<file path="config.mk">
export PLATFORM = sky130hd
export DESIGN_NAME = mac_feeder_flat
export DESIGN_NICKNAME = d
export VERILOG_FILES = /design/src/rtl/mac_pkg.sv /design/src/rtl/mac_feeder_if.sv /design/src/rtl/mac_feeder_fifo.sv /design/src/rtl/mac_feeder.sv /design/src/flat_wrapper.sv
export SDC_FILE = /design/constraint.sdc
export NUM_CORES = 1
export LEC_CHECK = 0
export CAP_MARGIN = 10
export CORE_MARGIN = 5
export CORE_UTILIZATION = 30
export DETAILED_ROUTE_END_ITERATION = 6
export PLACE_DENSITY = 0.59
export SLEW_MARGIN = 20
export SYNTH_ARGS = -nofsm -noshare
export SYNTH_HDL_FRONTEND = slang
export SYNTH_SLANG_ARGS = --single-unit
</file>
<file path="constraint.sdc">
create_clock -name clk -period 3.8 [get_ports clk]
set_clock_uncertainty 0.2 [all_clocks]
set_input_delay 0.76 -clock clk [delete_from_list [all_inputs] [get_ports clk]]
set_output_delay 0.76 -clock clk [all_outputs]
set_load 0.01 [all_outputs]
</file>
<file path="src/rtl/mac_pkg.sv">
// mac_pkg: shared state encoding and default widths for the MAC feeder.
// Imported by the feeder interface, FIFO and top.
package mac_pkg;

    localparam int MAC_DATA_W    = 4;
    localparam int MAC_OUT_W     = 10;
    localparam int MAC_BURST_LEN = 4;

    typedef enum logic [1:0] {
        IDLE,
        SEND,
        WAIT,
        HOLD
    } state_e;

endpackage

</file>
<file path="src/rtl/mac_feeder_if.sv">
// mac_feeder_if: host write port, MAC operand/result port and host result port.
// slave is the feeder's view; master is the host+MAC view.
interface mac_feeder_if
    import mac_pkg::*;
#(
    parameter int DATA_W = MAC_DATA_W,
    parameter int OUT_W  = MAC_OUT_W
);
    logic              wr_valid;
    logic [DATA_W-1:0] wr_a;
    logic [DATA_W-1:0] wr_b;
    logic              wr_ready;
    logic              mac_in_valid;
    logic [DATA_W-1:0] mac_in1;
    logic [DATA_W-1:0] mac_in2;
    logic              mac_out_valid;
    logic [OUT_W-1:0]  mac_out;
    logic              res_valid;
    logic [OUT_W-1:0]  res_data;
    logic              res_ready;

    modport slave (
        input  wr_valid, wr_a, wr_b,
        output wr_ready,
        output mac_in_valid, mac_in1, mac_in2,
        input  mac_out_valid, mac_out,
        output res_valid, res_data,
        input  res_ready
    );

    modport master (
        output wr_valid, wr_a, wr_b,
        input  wr_ready,
        input  mac_in_valid, mac_in1, mac_in2,
        output mac_out_valid, mac_out,
        input  res_valid, res_data,
        output res_ready
    );
endinterface

</file>
<file path="src/rtl/mac_feeder_fifo.sv">
// mac_feeder_fifo: synchronous FIFO of {a,b} operand pairs with occupancy count.
// not_full is registered so wr_ready never depends combinationally on pop.
module mac_feeder_fifo
    import mac_pkg::*;
#(
    parameter int W     = 2 * MAC_DATA_W,
    parameter int DEPTH = 8
) (
    input  logic                     clk,
    input  logic                     rst,
    input  logic                     wr_en,
    input  logic [W-1:0]             din,
    input  logic                     pop,
    output logic [W-1:0]             dout,
    output logic [$clog2(DEPTH):0]   count,
    output logic                     not_full
);
    localparam int AW = $clog2(DEPTH);

    logic [W-1:0]  mem_q [DEPTH];
    logic [AW-1:0] wr_ptr_q, wr_ptr_d;
    logic [AW-1:0] rd_ptr_q, rd_ptr_d;
    logic [AW:0]   count_q, count_d;
    logic          not_full_q, not_full_d;
    logic          push;

    assign push = wr_en && not_full_q;

    always_comb begin
        wr_ptr_d = wr_ptr_q;
        rd_ptr_d = rd_ptr_q;
        count_d  = count_q;
        if (push) wr_ptr_d = wr_ptr_q + 1'b1;
        if (pop)  rd_ptr_d = rd_ptr_q + 1'b1;
        case ({push, pop})
            2'b10:   count_d = count_q + 1'b1;
            2'b01:   count_d = count_q - 1'b1;
            default: count_d = count_q;
        endcase
        not_full_d = (count_d != (AW+1)'(DEPTH));
    end

    always_ff @(posedge clk) begin
        if (rst) begin
            wr_ptr_q   <= '0;
            rd_ptr_q   <= '0;
            count_q    <= '0;
            not_full_q <= 1'b1;
        end else begin
            wr_ptr_q   <= wr_ptr_d;
            rd_ptr_q   <= rd_ptr_d;
            count_q    <= count_d;
            not_full_q <= not_full_d;
        end
    end

    always_ff @(posedge clk) begin
        if (push) mem_q[wr_ptr_q] <= din;
    end

    assign dout     = mem_q[rd_ptr_q];
    assign count    = count_q;
    assign not_full = not_full_q;
endmodule

</file>
<file path="src/rtl/mac_feeder.sv">
// mac_feeder: buffers host operand pairs, issues BURST_LEN-beat MAC bursts, returns results.
// Define MAC_FEEDER_CHECK_EN to cross-check each MAC result against a local sum of products.
module mac_feeder
    import mac_pkg::*;
#(
    parameter int DATA_W     = MAC_DATA_W,
    parameter int OUT_W      = MAC_OUT_W,
    parameter int BURST_LEN  = MAC_BURST_LEN,
    parameter int FIFO_DEPTH = 8,
    parameter int TIMEOUT    = 64
) (
    input  logic        clk,
    input  logic        rst,
    mac_feeder_if.slave bus,
    output logic        busy,
    output logic        err_timeout,
    output logic        err_early
`ifdef MAC_FEEDER_CHECK_EN
    ,
    output logic        chk_mismatch
`endif
);
    localparam int CW = $clog2(FIFO_DEPTH) + 1;
    localparam int BW = (BURST_LEN > 1) ? $clog2(BURST_LEN) : 1;
    localparam int TW = $clog2(TIMEOUT);

    state_e            state_q, state_d;
    logic [BW-1:0]     beat_q, beat_d;
    logic [TW-1:0]     tmo_q, tmo_d;
    logic              mac_in_valid_q, mac_in_valid_d;
    logic [DATA_W-1:0] mac_in1_q, mac_in1_d;
    logic [DATA_W-1:0] mac_in2_q, mac_in2_d;
    logic              res_valid_q, res_valid_d;
    logic [OUT_W-1:0]  res_data_q, res_data_d;
    logic              err_timeout_q, err_timeout_d;
    logic              err_early_q, err_early_d;
    logic              pop;
    logic [2*DATA_W-1:0] head;
    logic [CW-1:0]     count;
    logic              wr_ready;
`ifdef MAC_FEEDER_CHECK_EN
    logic [OUT_W-1:0]  acc_q, acc_d;
    logic              chk_q, chk_d;
`endif

    mac_feeder_fifo #(
        .W     (2 * DATA_W),
        .DEPTH (FIFO_DEPTH)
    ) u_fifo (
        .clk      (clk),
        .rst      (rst),
        .wr_en    (bus.wr_valid),
        .din      ({bus.wr_a, bus.wr_b}),
        .pop      (pop),
        .dout     (head),
        .count    (count),
        .not_full (wr_ready)
    );

    // Pairs are popped on the cycle whose next state is SEND, so the
    // registered operands line up exactly with the SEND cycles.
    always_comb begin
        state_d        = state_q;
        beat_d         = beat_q;
        tmo_d          = tmo_q;
        mac_in_valid_d = 1'b0;
        mac_in1_d      = '0;
        mac_in2_d      = '0;
        res_valid_d    = res_valid_q;
        res_data_d     = res_data_q;
        err_timeout_d  = 1'b0;
        err_early_d    = 1'b0;
        pop            = 1'b0;
`ifdef MAC_FEEDER_CHECK_EN
        acc_d          = acc_q;
        chk_d          = chk_q;
`endif
        unique case (state_q)
            IDLE: begin
                if (count >= CW'(BURST_LEN) && !res_valid_q) begin
                    state_d = SEND;
                    beat_d  = '0;
                    pop     = 1'b1;
`ifdef MAC_FEEDER_CHECK_EN
                    acc_d   = '0;
`endif
                end
            end
            SEND: begin
                err_early_d = bus.mac_out_valid;
`ifdef MAC_FEEDER_CHECK_EN
                acc_d = acc_q + OUT_W'(mac_in1_q) * OUT_W'(mac_in2_q);
`endif
                if (beat_q == BW'(BURST_LEN - 1)) begin
                    state_d = WAIT;
                    tmo_d   = '0;
                end else begin
                    beat_d = beat_q + 1'b1;
                    pop    = 1'b1;
                end
            end
            WAIT: begin
                if (bus.mac_out_valid) begin
                    state_d     = HOLD;
                    res_valid_d = 1'b1;
                    res_data_d  = bus.mac_out;
`ifdef MAC_FEEDER_CHECK_EN
                    chk_d       = (acc_q != bus.mac_out);
`endif
                end else if (tmo_q == TW'(TIMEOUT - 2)) begin
                    state_d       = IDLE;
                    err_timeout_d = 1'b1;
                end else begin
                    tmo_d = tmo_q + 1'b1;
                end
            end
            HOLD: begin
                if (bus.res_ready) begin
                    state_d     = IDLE;
                    res_valid_d = 1'b0;
`ifdef MAC_FEEDER_CHECK_EN
                    chk_d       = 1'b0;
`endif
                end
            end
            default: state_d = IDLE;
        endcase
        if (pop) begin
            mac_in_valid_d = 1'b1;
            mac_in1_d      = head[2*DATA_W-1:DATA_W];
            mac_in2_d      = head[DATA_W-1:0];
        end
    end

    always_ff @(posedge clk) begin
        if (rst) begin
            state_q        <= IDLE;
            beat_q         <= '0;
            tmo_q          <= '0;
            mac_in_valid_q <= 1'b0;
            mac_in1_q      <= '0;
            mac_in2_q      <= '0;
            res_valid_q    <= 1'b0;
            res_data_q     <= '0;
            err_timeout_q  <= 1'b0;
            err_early_q    <= 1'b0;
`ifdef MAC_FEEDER_CHECK_EN
            acc_q          <= '0;
            chk_q          <= 1'b0;
`endif
        end else begin
            state_q        <= state_d;
            beat_q         <= beat_d;
            tmo_q          <= tmo_d;
            mac_in_valid_q <= mac_in_valid_d;
            mac_in1_q      <= mac_in1_d;
            mac_in2_q      <= mac_in2_d;
            res_valid_q    <= res_valid_d;
            res_data_q     <= res_data_d;
            err_timeout_q  <= err_timeout_d;
            err_early_q    <= err_early_d;
`ifdef MAC_FEEDER_CHECK_EN
            acc_q          <= acc_d;
            chk_q          <= chk_d;
`endif
        end
    end

    assign bus.wr_ready     = wr_ready;
    assign bus.mac_in_valid = mac_in_valid_q;
    assign bus.mac_in1      = mac_in1_q;
    assign bus.mac_in2      = mac_in2_q;
    assign bus.res_valid    = res_valid_q;
    assign bus.res_data     = res_data_q;
    assign busy             = (state_q != IDLE);
    assign err_timeout      = err_timeout_q;
    assign err_early        = err_early_q;
`ifdef MAC_FEEDER_CHECK_EN
    assign chk_mismatch     = chk_q;
`endif
endmodule

</file>
<file path="src/flat_wrapper.sv">
// flat-port wrapper written by rule: the top's interface ports become plain ports
module mac_feeder_flat import mac_pkg::*;
#(
    parameter int DATA_W     = MAC_DATA_W,
    parameter int OUT_W      = MAC_OUT_W,
    parameter int BURST_LEN  = MAC_BURST_LEN,
    parameter int FIFO_DEPTH = 8,
    parameter int TIMEOUT    = 64
)
  (clk, rst, busy, err_timeout, err_early, bus_wr_valid, bus_wr_a, bus_wr_b, bus_wr_ready, bus_mac_in_valid, bus_mac_in1, bus_mac_in2, bus_mac_out_valid, bus_mac_out, bus_res_valid, bus_res_data, bus_res_ready);
  mac_feeder_if #(.DATA_W(DATA_W), .OUT_W(OUT_W)) bus_i ();
  input  logic clk;
  input  logic rst;
  output logic busy;
  output logic err_timeout;
  output logic err_early;
  input wire logic [$bits(bus_i.wr_valid)-1:0] bus_wr_valid;
  input wire logic [$bits(bus_i.wr_a)-1:0] bus_wr_a;
  input wire logic [$bits(bus_i.wr_b)-1:0] bus_wr_b;
  output wire logic [$bits(bus_i.wr_ready)-1:0] bus_wr_ready;
  output wire logic [$bits(bus_i.mac_in_valid)-1:0] bus_mac_in_valid;
  output wire logic [$bits(bus_i.mac_in1)-1:0] bus_mac_in1;
  output wire logic [$bits(bus_i.mac_in2)-1:0] bus_mac_in2;
  input wire logic [$bits(bus_i.mac_out_valid)-1:0] bus_mac_out_valid;
  input wire logic [$bits(bus_i.mac_out)-1:0] bus_mac_out;
  output wire logic [$bits(bus_i.res_valid)-1:0] bus_res_valid;
  output wire logic [$bits(bus_i.res_data)-1:0] bus_res_data;
  input wire logic [$bits(bus_i.res_ready)-1:0] bus_res_ready;
  assign bus_i.wr_valid = bus_wr_valid;
  assign bus_i.wr_a = bus_wr_a;
  assign bus_i.wr_b = bus_wr_b;
  assign bus_wr_ready = bus_i.wr_ready;
  assign bus_mac_in_valid = bus_i.mac_in_valid;
  assign bus_mac_in1 = bus_i.mac_in1;
  assign bus_mac_in2 = bus_i.mac_in2;
  assign bus_i.mac_out_valid = bus_mac_out_valid;
  assign bus_i.mac_out = bus_mac_out;
  assign bus_res_valid = bus_i.res_valid;
  assign bus_res_data = bus_i.res_data;
  assign bus_i.res_ready = bus_res_ready;
  mac_feeder #(.DATA_W(DATA_W), .OUT_W(OUT_W), .BURST_LEN(BURST_LEN), .FIFO_DEPTH(FIFO_DEPTH), .TIMEOUT(TIMEOUT)) u_core (.clk(clk), .rst(rst), .bus(bus_i), .busy(busy), .err_timeout(err_timeout), .err_early(err_early));
endmodule
</file>
* Yosys cells after proc, flatten, opt, wreduce, memory -nomap -nowiden *
Memory sizes are Yosys's and may differ from the RTL's. A register that Yosys moved wholly into a read port is not among the register bits.
Index checks and enable logic that the tools add are counted.

word-level totals
  memories kept = 1
  logic and storage cells = 79
  bits in registers = 35
  bits in writable memories = 64
  output and inout port bits = 24

operators by class
  multiplexer cells = 24
  add/subtract/negate cells = 6
  reduce and logical (&&, ||, !) cells = 16
  equal/unequal tests = 16
  magnitude comparators = 1
  bitwise gates (word level) = 3

memory list
  name                 depth  width  read ports  clocked after memory_dff  wr ports  RTL line               source
  u_core.u_fifo.mem_q  8      8      1           1                         1         mac_feeder_fifo.sv:20  logic [W-1:0] mem_q [DEPTH];

operator list
  operator                                              count
  2-to-1 mux 6 bit                                      3
  2-to-1 mux 2 bit                                      7
  case mux 6 bit (2 select lines)                       1
  != test 2 bit (second input constant)                 5
  == test 2 bit (second input constant)                 4
  2-to-1 mux 1 bit                                      8
  case mux 2 bit (4 select lines)                       1
  case mux 4 bit (2 select lines)                       1
  AND reduction 4 bit                                   2
  nonzero test 2 bit                                    4
  adder 3 x 1 -> 3 bit (second input constant)          2
  adder 6 x 1 -> 6 bit (second input constant)          1
  == test 6 bit (second input constant)                 1
  AND reduction 3 bit                                   2
  adder 4 x 1 -> 4 bit (second input constant)          1
  == test 2 x 1 -> 1 bit (second input constant)        2
  >= comparator 4 x 3 -> 1 bit (second input constant)  1
  != test 2 x 1 -> 1 bit (second input constant)        2
  != test 4 bit (second input constant)                 1
  case mux 1 bit (2 select lines)                       2
  case mux 2 bit (2 select lines)                       1
  OR reduction 2 bit                                    2
  subtractor 4 x 1 -> 4 bit (second input constant)     1
  != test 3 x 2 -> 1 bit (second input constant)        1
  other kinds (7)                                       10

* Longest topological paths before layout *
Gate-level depths: netlist (run 1).

  depth in word-level cells = 7
  depth in mapped cells = 11

* Modules after synthesis *
From an unflattened synthesis (run 1), not the netlist that was laid out.

unflattened totals
  cell total of the unflattened synthesis = 302
  area total of the unflattened synthesis = 4,433.0 µm²

modules (own cells, without submodules)
  module           instances  seq. area each (µm²)  cells each  area each (µm²)
  mac_feeder_fifo  1          2,202.1               171         3,158.0
  mac_feeder       1          640.6                 131         1,275.0

* Least setup slack after synthesis (run 1) *
OpenSTA, ideal clock, no wires.

  path type = register to register
  start point = reg u_core.beat_q[0]
  end point = reg u_core.u_fifo.not_full_q, in the netlist u_core.u_fifo.not_full
  stages on the path, launching flop included = 12
  slack = 1.000 ns
  arrival = 2.476 ns
  required time = 3.476 ns
  period minus slack after synthesis = 2.800 ns
  cells stage by stage = dfxtp_1 > ha_1 > mux2_2 > or2_2 > inv_1 > ha_1 > xor2_1 > ha_1 > a21oi_1 > mux2i_1 > xnor2_1 > a2111o_1

on the way
  word-level cells in the longest chain between the ends = 6
  elaborated cells between the ends (all ways) = 7
  those cells by class = 4 x eq/ne; 3 x mux

ends and longest elaborated chain
  element                                                  RTL line               source
  from (decl)                                              mac_feeder.sv:28       logic [BW-1:0] beat_q, beat_d;
  from (signal assigned)                                   mac_feeder.sv:153      beat_q <= beat_d;
  == test 2 bit (*)                                        mac_feeder.sv:94       if (beat_q == BW'(BURST_LEN - 1)) begin
  2-to-1 mux 1 bit (*)                                     mac_feeder.sv:94
  case mux 1 bit (2 select lines) (*)                      mac_feeder.sv:78       unique case (state_q)
  == test 2 x 1 -> 1 bit or == test 2 bit (tied branches)  mac_feeder_fifo.sv:35  case ({push, pop})
  case mux 4 bit (2 select lines) (*)                      mac_feeder_fifo.sv:35
  != test 4 bit (*)                                        mac_feeder_fifo.sv:40  not_full_d = (count_d != (AW+1)'(DEPTH));
  to (signal assigned)                                     mac_feeder_fifo.sv:53  not_full_q <= not_full_d;
  to (decl)                                                mac_feeder_fifo.sv:24  logic not_full_q, not_full_d;

Mark *: on every way between the ends. The rest lies on a longest branch, timed or not.
A chain may end at the register's enable or synchronous reset.

* Worst setup path after layout (run 1) *
  start point = reg u_core.state_q[0]
  end point = reg u_core.u_fifo.not_full_q, in the netlist u_core.u_fifo.not_full

on the way
  word-level cells in the longest chain between the ends = 5
  elaborated cells between the ends (all ways) = 7
  those cells by class = 4 x eq/ne; 2 x mux; 1 x reduce/logical

ends and longest elaborated chain
  element                                                      RTL line               source
  from (decl)                                                  mac_feeder.sv:27       state_e state_q, state_d;
  from (signal assigned)                                       mac_feeder.sv:152      state_q <= state_d;
  == test 2 x 1 -> 1 bit or logical NOT 2 bit (tied branches)  mac_feeder.sv:78
  case mux 1 bit (2 select lines) (*)                          mac_feeder.sv:78
  == test 2 x 1 -> 1 bit or == test 2 bit (tied branches)      mac_feeder_fifo.sv:35
  case mux 4 bit (2 select lines) (*)                          mac_feeder_fifo.sv:35
  != test 4 bit (*)                                            mac_feeder_fifo.sv:40

Marks and branches as above.

==> results of run 1 <==
[sequential cells by signal, summed over array words and instances, names as in the netlist]
name                     count
u_core.u_fifo.mem_q         64
u_core.tmo_q                 6
u_core.bus.mac_in_valid      1
u_core.beat_q                2
u_core.err_early             1
u_core.bus.res_data         10
u_core.err_timeout           1
u_core.bus.mac_in1           4
u_core.u_fifo.rd_ptr_q       3
u_core.state_q               2
u_core.bus.res_valid         1
u_core.u_fifo.wr_ptr_q       3
u_core.bus.mac_in2           4
u_core.u_fifo.count          4
u_core.u_fifo.not_full       1
[final timing paths]
path | start | endpoint
worst max-delay path | u_core.state_q[0] | u_core.u_fifo.not_full
worst min-delay path | u_core.beat_q[1] | u_core.beat_q[1]
worst max register to register | u_core.state_q[0] | u_core.u_fifo.not_full
worst min register to register | u_core.beat_q[1] | u_core.beat_q[1]
[cell usage after synthesis (2+ instances only)]
cell type  count  area share [%]
edfxtp_1      64              45
dfxtp_1       43              20
nor2_1        33             2.9
mux2i_1       20             4.7
mux4_2        16             8.5
a21oi_1       13             1.5
ha_1           8             2.4
clkbuf_1       7            0.62
nand2_1        7            0.62
xor2_1         7             1.4
nand3_1        6            0.71
nor3_1         6            0.71
o21ai_0        6            0.71
buf_2          4            0.47
inv_1          4            0.35
nand2b_1       4            0.59
nor2b_1        4            0.59
o211ai_1       4            0.71
and3_1         3            0.44
or3_1          3            0.44
buf_1          2            0.18
nand3b_1       2            0.35
or2_2          2            0.29
or4_1          2            0.35
xnor2_1        2            0.41
[layout make-up]
class / count / share of cell area, %
repair buffers: 57 / 10.4
well taps: 180 / 4.31
inverters: 5 / 0.359
multi-input cells: 168 / 26.4
clock buffers: 10 / 4.38
clock inverters: 6 / 0.957
flip-flops and latches: 107 / 53.2
[worst min-delay path: cells and delay by family (launching register included)]
kind	cells	cell delay (ns)
flip-flops	1	0.31
AO/OA/AOI/OAI	2	0.13
[routing by layer]
metal / share of wire (%) / vias up
met5: 0 / -
met2: 48 / 41
met3: 4.2 / 10
met1: 46 / 1223
li1: - / 1210
met4: 1.9 / 0
[power groups by stage]
stage | registers, uW | logic (uW) | clock network, uW
finish | 1380 | 639 | 881
floorplan | 1390 | 489 | 0
CTS | 1380 | 656 | 913
detailed placement | 1410 | 650 | 0
global route | 1400 | 718 | 962
global placement | 1400 | 643 | 0
[per-stage QoR]
stage / total power, uW / hold WS (ns) / area [um2]
2_1_floorplan: 1880 / 0.253 / 4260
3_3_place_gp: 2050 / 0.265 / 4950
3_5_place_dp: 2060 / 0.277 / 4950
4_1_cts: 2950 / 0.286 / 5230
5_1_grt: 3070 / 0.311 / 5230
6_report: 2900 / 0.286 / 5230
[cell families after synthesis]
kind of cell               count (synthesis)
muxes                                     37
and+or+nand+nor                           82
DFF                                      107
xor gates and xnor gates                   9
AOI/OAI and AO/OA                         32
adders and majority gates                  8
buffers and inverters                     20
==> run metrics, run 1 <==
Synth Register Bits between 100 and 150; post-placement cell count slightly above 500; post-synthesis sequential area ratio between 60% and 70%; clk sinks between 100 and 150; global-route wire length before repair 13000 um; root buffer cell clkbuf_16; CP max-delay cell dfxtp_1; Die H 129 um; pre-CTS setup slack approximately 0.39 ns; area of the multi-input gates about 1400 um2; met2 Usage GRT between 10% and 20%; Total Routing Usage GR about a tenth; I/O Pins 47; Worst Path Max Fanout 14; Synth Flop Type edfxtp_1; max-cap viol count 0; clock slew at reported path FFs ~0.070 ns; GPL Wtd Cong just over 0.7; final core utilization around 38%; post-detail-place hpwl 5290 um; fill count 1325; Clk Latency, worst-skew pair 0.35 ns; WP buf/inv 1; post-synthesis compound-gate area fraction under 10%; drc violations 0; DR iter-0 viols between 100 and 150; Synth async-reset ratio 0%; vias in the first global route 2496; layout cells sized above 1 between 10% and 20%; worst reg2reg path depth 10; Slew HR a little over two fifths; setup ws final 0.580 ns; CP Depth 10; Leakage around 0.0018 uW; die width about 130 um; Core Region between 10000 and 15000 um2; postcts setup bufs 0; part of the power in combinational logic 22.0%; Post-Synth Simple-Gate Area 10.2%; Switch Pwr roughly 800 uW; Vias/cell about 4.7; post-CTS sizing 0; hold buffers post-CTS 0; clock share of power between 30 and 40%; crit end category register; Post-Syn Instances between 200 and 300; P_int 2110 uW; crit-path max cell delay ~0.59 ns; detailed-route via count 2484; Seq pwr share 47.6%; power per cell area 555 nW/um2; Post-Syn Area roughly 4300 um2; startpoint types register; die area roughly 17000 um2; CTS tree yes; Syn-to-layout area delta 22.9%; reg-to-reg setup timing slack between 0.5 and 0.6 ns; Synth Area per Inst ~14 um2; result of the run completed; Layout Nets 379; Post-Synth XOR/XNOR Area about 1.9%; Port Buf Inserts 46; clock buffer depth 2; Synth Area in Adders under 10%; Critical Path AT 3.25 ns; crit-path cells mux2_2 > or2_2 > inv_1 > ha_1 > xor2_1 > ha_1 > a21oi_1 > mux2i_1 > xnor2_1 > a2111o_1; actual slew at the worst max-slew pin just under 0.9 ns; met3 usage about 3.3%; busiest grt layer met2; commonest non-fill, non-tap cell in the layout edfxtp_1; final cell count without fillers around 530; most used cell, CP ha_1; mux share of post-synthesis cell area 13.4%; unrepaired setup endpoints after global routing false; Min-Delay Path Class register to register; GRT met1 Usage 13.0%; drt wl/cell between 15 and 20 um; Final ANT Viol Nets 0; CTS Buf Count 9; H-tree Lvls 3; WL final around 8300 um; Peak VDD IR around 210 uV; WHS Path Cells 2; largest family of logic cells by synthesized area multiplexers; TritonRoute pass-1 iters 4; period utilisation layout roughly 85%; kind of critical path register to register; initial core utilization slightly above 30%; Net Sw Frac between 20 and 30%; fin. max-slew vios 0; number of library cell types mapped by synthesis 48; setup tns final 0 ns; yosys warns 0; ANT cells 0; final setup vio count 0; fmax between 0.3 and 0.4 GHz; initial antenna violation count 0; fin crit period between 3 and 4 ns; commonest non-fill, non-tap cells in the layout 64 x edfxtp_1, 46 x clkdlybuf4s50_1, 43 x dfxtp_1; Worst path top cell family by delay multiplexers; largest net degree at the start of global routing 32; row count 43; WP data required 3.83 ns; total grt overflow 0; syn_nets 326; Post-synth EDFFs 64; Fin. Hold Viols 0; Reg area around 2800 um2
Note: power is estimated with default switching activity, not from simulation.
==> run 2: changes to the inputs <==
Clock period 3.8 ns to 3.2 ns, I/O delays scaled along.
==> run metrics, run 2 (synthesized netlist as in run 1, its figures left out) <==
Critical Path AT 3.00 ns (-0.25 ns); row count 43 (unchanged); final cell count without fillers 537 (+0.75%); drc violations 0 (unchanged); setup ws final 0.236 ns (-0.344 ns); kind of critical path register to register; root buffer cell clkbuf_16; global-route wire length before repair 13000 um (-0.48%); fmax 0.337 GHz (+8.6%); clock share of power 34.4% (+4.1 points); Leakage 0.00187 uW (+3.3%); Die H 129 um (unchanged); WL final 8230 um (-0.72%); Net Sw Frac 25.4% (-2.1 points); max-cap viol count 0 (unchanged); setup tns final 0 ns (unchanged); post-CTS sizing 0 (unchanged); GPL Wtd Cong 0.721 (+2.3%); initial core utilization 30.7% (unchanged); met3 routed WL 310 um (-11%); CTS Buf Count 9 (unchanged); post-route cell area 5330 um2 (+1.9%); max FFs per register 64 (unchanged); actual slew at the worst max-slew pin 0.698 ns (-0.166 ns); Worst Path Max Fanout 8 (-6); I/O Pins 47 (unchanged); power per cell area 693 nW/um2 (+25%); largest register by flop count u_core.u_fifo.mem_q; P_int 2750 uW (+31%); largest net degree at the start of global routing 32 (unchanged); fin crit period 2.96 ns (-0.256 ns); WHS Path Cells 2 (unchanged); unrepaired setup endpoints after global routing false; total grt overflow 0 (unchanged); Top Metal Used met4; Layout Nets 383 (+1.1%); hold buffers post-CTS 0 (unchanged); commonest non-fill, non-tap cells in the layout 64 x edfxtp_1, 46 x clkdlybuf4s50_1, 43 x dfxtp_1; Core Region 13900 um2 (unchanged); result of the run completed; clk sinks 107 (unchanged); startpoint types register; die width 129 um (unchanged); clock slew at reported path FFs 0.07 ns (about the same); Cell Area, Placed 4980 um2 (+0.61%); Vias/cell 4.66 (about the same); Seq pwr share 43.9% (-3.7 points); period utilisation layout 92.6% (+7.9 points); TritonRoute pass-1 iters 4 (unchanged); pre-CTS setup slack 0.154 ns (-0.234 ns); post-detail-place hpwl 5380 um (+1.7%); Min-Delay Path Class register to register; H-tree Lvls 3 (unchanged); vias in the first global route 2450 (-1.8%); Slew HR 53.3% (+11 points); ANT cells 0 (unchanged); commonest non-fill, non-tap cell in the layout edfxtp_1; fin. max-slew vios 0 (unchanged); Peak VDD IR 220 uV (+7.2%); die area 16700 um2 (unchanged); final setup vio count 0 (unchanged); Final ANT Viol Nets 0 (unchanged); CTS tree yes; detailed-route via count 2502 (+0.72%); clock buffer depth 2 (unchanged); worst reg2reg path depth 10 (unchanged); Syn-to-layout area delta 25.2%; metal2 WL 3970 um (-1.2%); WL met1 3760 um (-0.34%); part of the power in combinational logic 21.6% (-0.4 points); Total Routing Usage GR 10.3% (-0.20 points); WP data required 3.24 ns (-0.59 ns); Switch Pwr 939 uW (+17%); layout cells sized above 1 15.1% (+1.2 points); DR iter-0 viols 84 (-25%); post-placement cell count 521 (+0.77%); Fin. Hold Viols 0 (unchanged); Port Buf Inserts 46 (unchanged); initial antenna violation count 0 (unchanged); worst hold margin 0.279 ns (-0.00701 ns); drt wl/cell 15.3 um (-1.5%); crit end category register; Clk Latency, worst-skew pair 0.34 ns (about the same); postcts setup bufs 0 (unchanged)
run 2: changes by cell type in the layout (fill, tap and decap cells not counted):
cell        change
buf_4           +4
bufinv_16       +3
clkinvlp_4      -2
inv_6           +2
clkinv_1        -1
clkinv_4        -1
inv_8           -1
run 2: through the flow:
step | utilization [%] | power (uW)
after floorplan | - | 2230
after global placement | 35.9 | 2450
after detailed placement | 35.9 | 2470
after CTS | 38.4 | 3750
after global routing | 38.4 | 3900
final | 38.4 | 3690
run 2: cell type report:
class | instances | area, um2
Multi-Input combinational cell | 168 | 1380
Inverter | 5 | 18.8
Timing Repair Buffer | 61 | 573
Clock buffer | 10 | 229
Tap cell | 180 | 225
Clock inverter | 6 | 119
Fill cell | 1326 | 8550
Sequential cell | 107 | 2780
run 2: power by group through the flow:
stage                     combinational [uW]  sequential, uW  clock, uW
final                                    799            1620       1270
after global routing                     896            1640       1370
after CTS                                819            1620       1310
after detailed placement                 814            1650          0
after global placement                   799            1650          0
after floorplan                          581            1650          0
run 2: worst max-delay path, cell delays in order, from the launching register on:
cell and delay [ns]:
dfxtp_1 0.34, ha_1 0.25, mux2_2 0.34, or2_2 0.32, inv_1 0.09, ha_1 0.18, buf_4 0.14, nor4b_2 0.18
a31oi_1 0.09, or3_1 0.34, a2111o_1 0.41
run 2: per-layer routing:
metal / vias to the layer above / global-route usage [%]
met1: 1226 / 13.2
met5: - / 0
li1: 1220 / -
met3: 11 / 2.27
met2: 45 / 16.6
met4: 0 / 5.06
run 2: path summary, 6_finish.rpt:
kind | from | to | slack (ns)
max reg2reg | u_core.beat_q[0] | u_core.u_fifo.not_full | 0.24
min reg2reg | u_core.beat_q[1] | u_core.beat_q[1] | 0.28
min | u_core.beat_q[1] | u_core.beat_q[1] | 0.28
max | u_core.beat_q[0] | u_core.u_fifo.not_full | 0.24
==> run 3: changes to the inputs <==
Settings changed: SLEW_MARGIN 20 to not set.
==> results of run 3 <==
No change in the layout: final DEF, timing and power equal those of run 2.
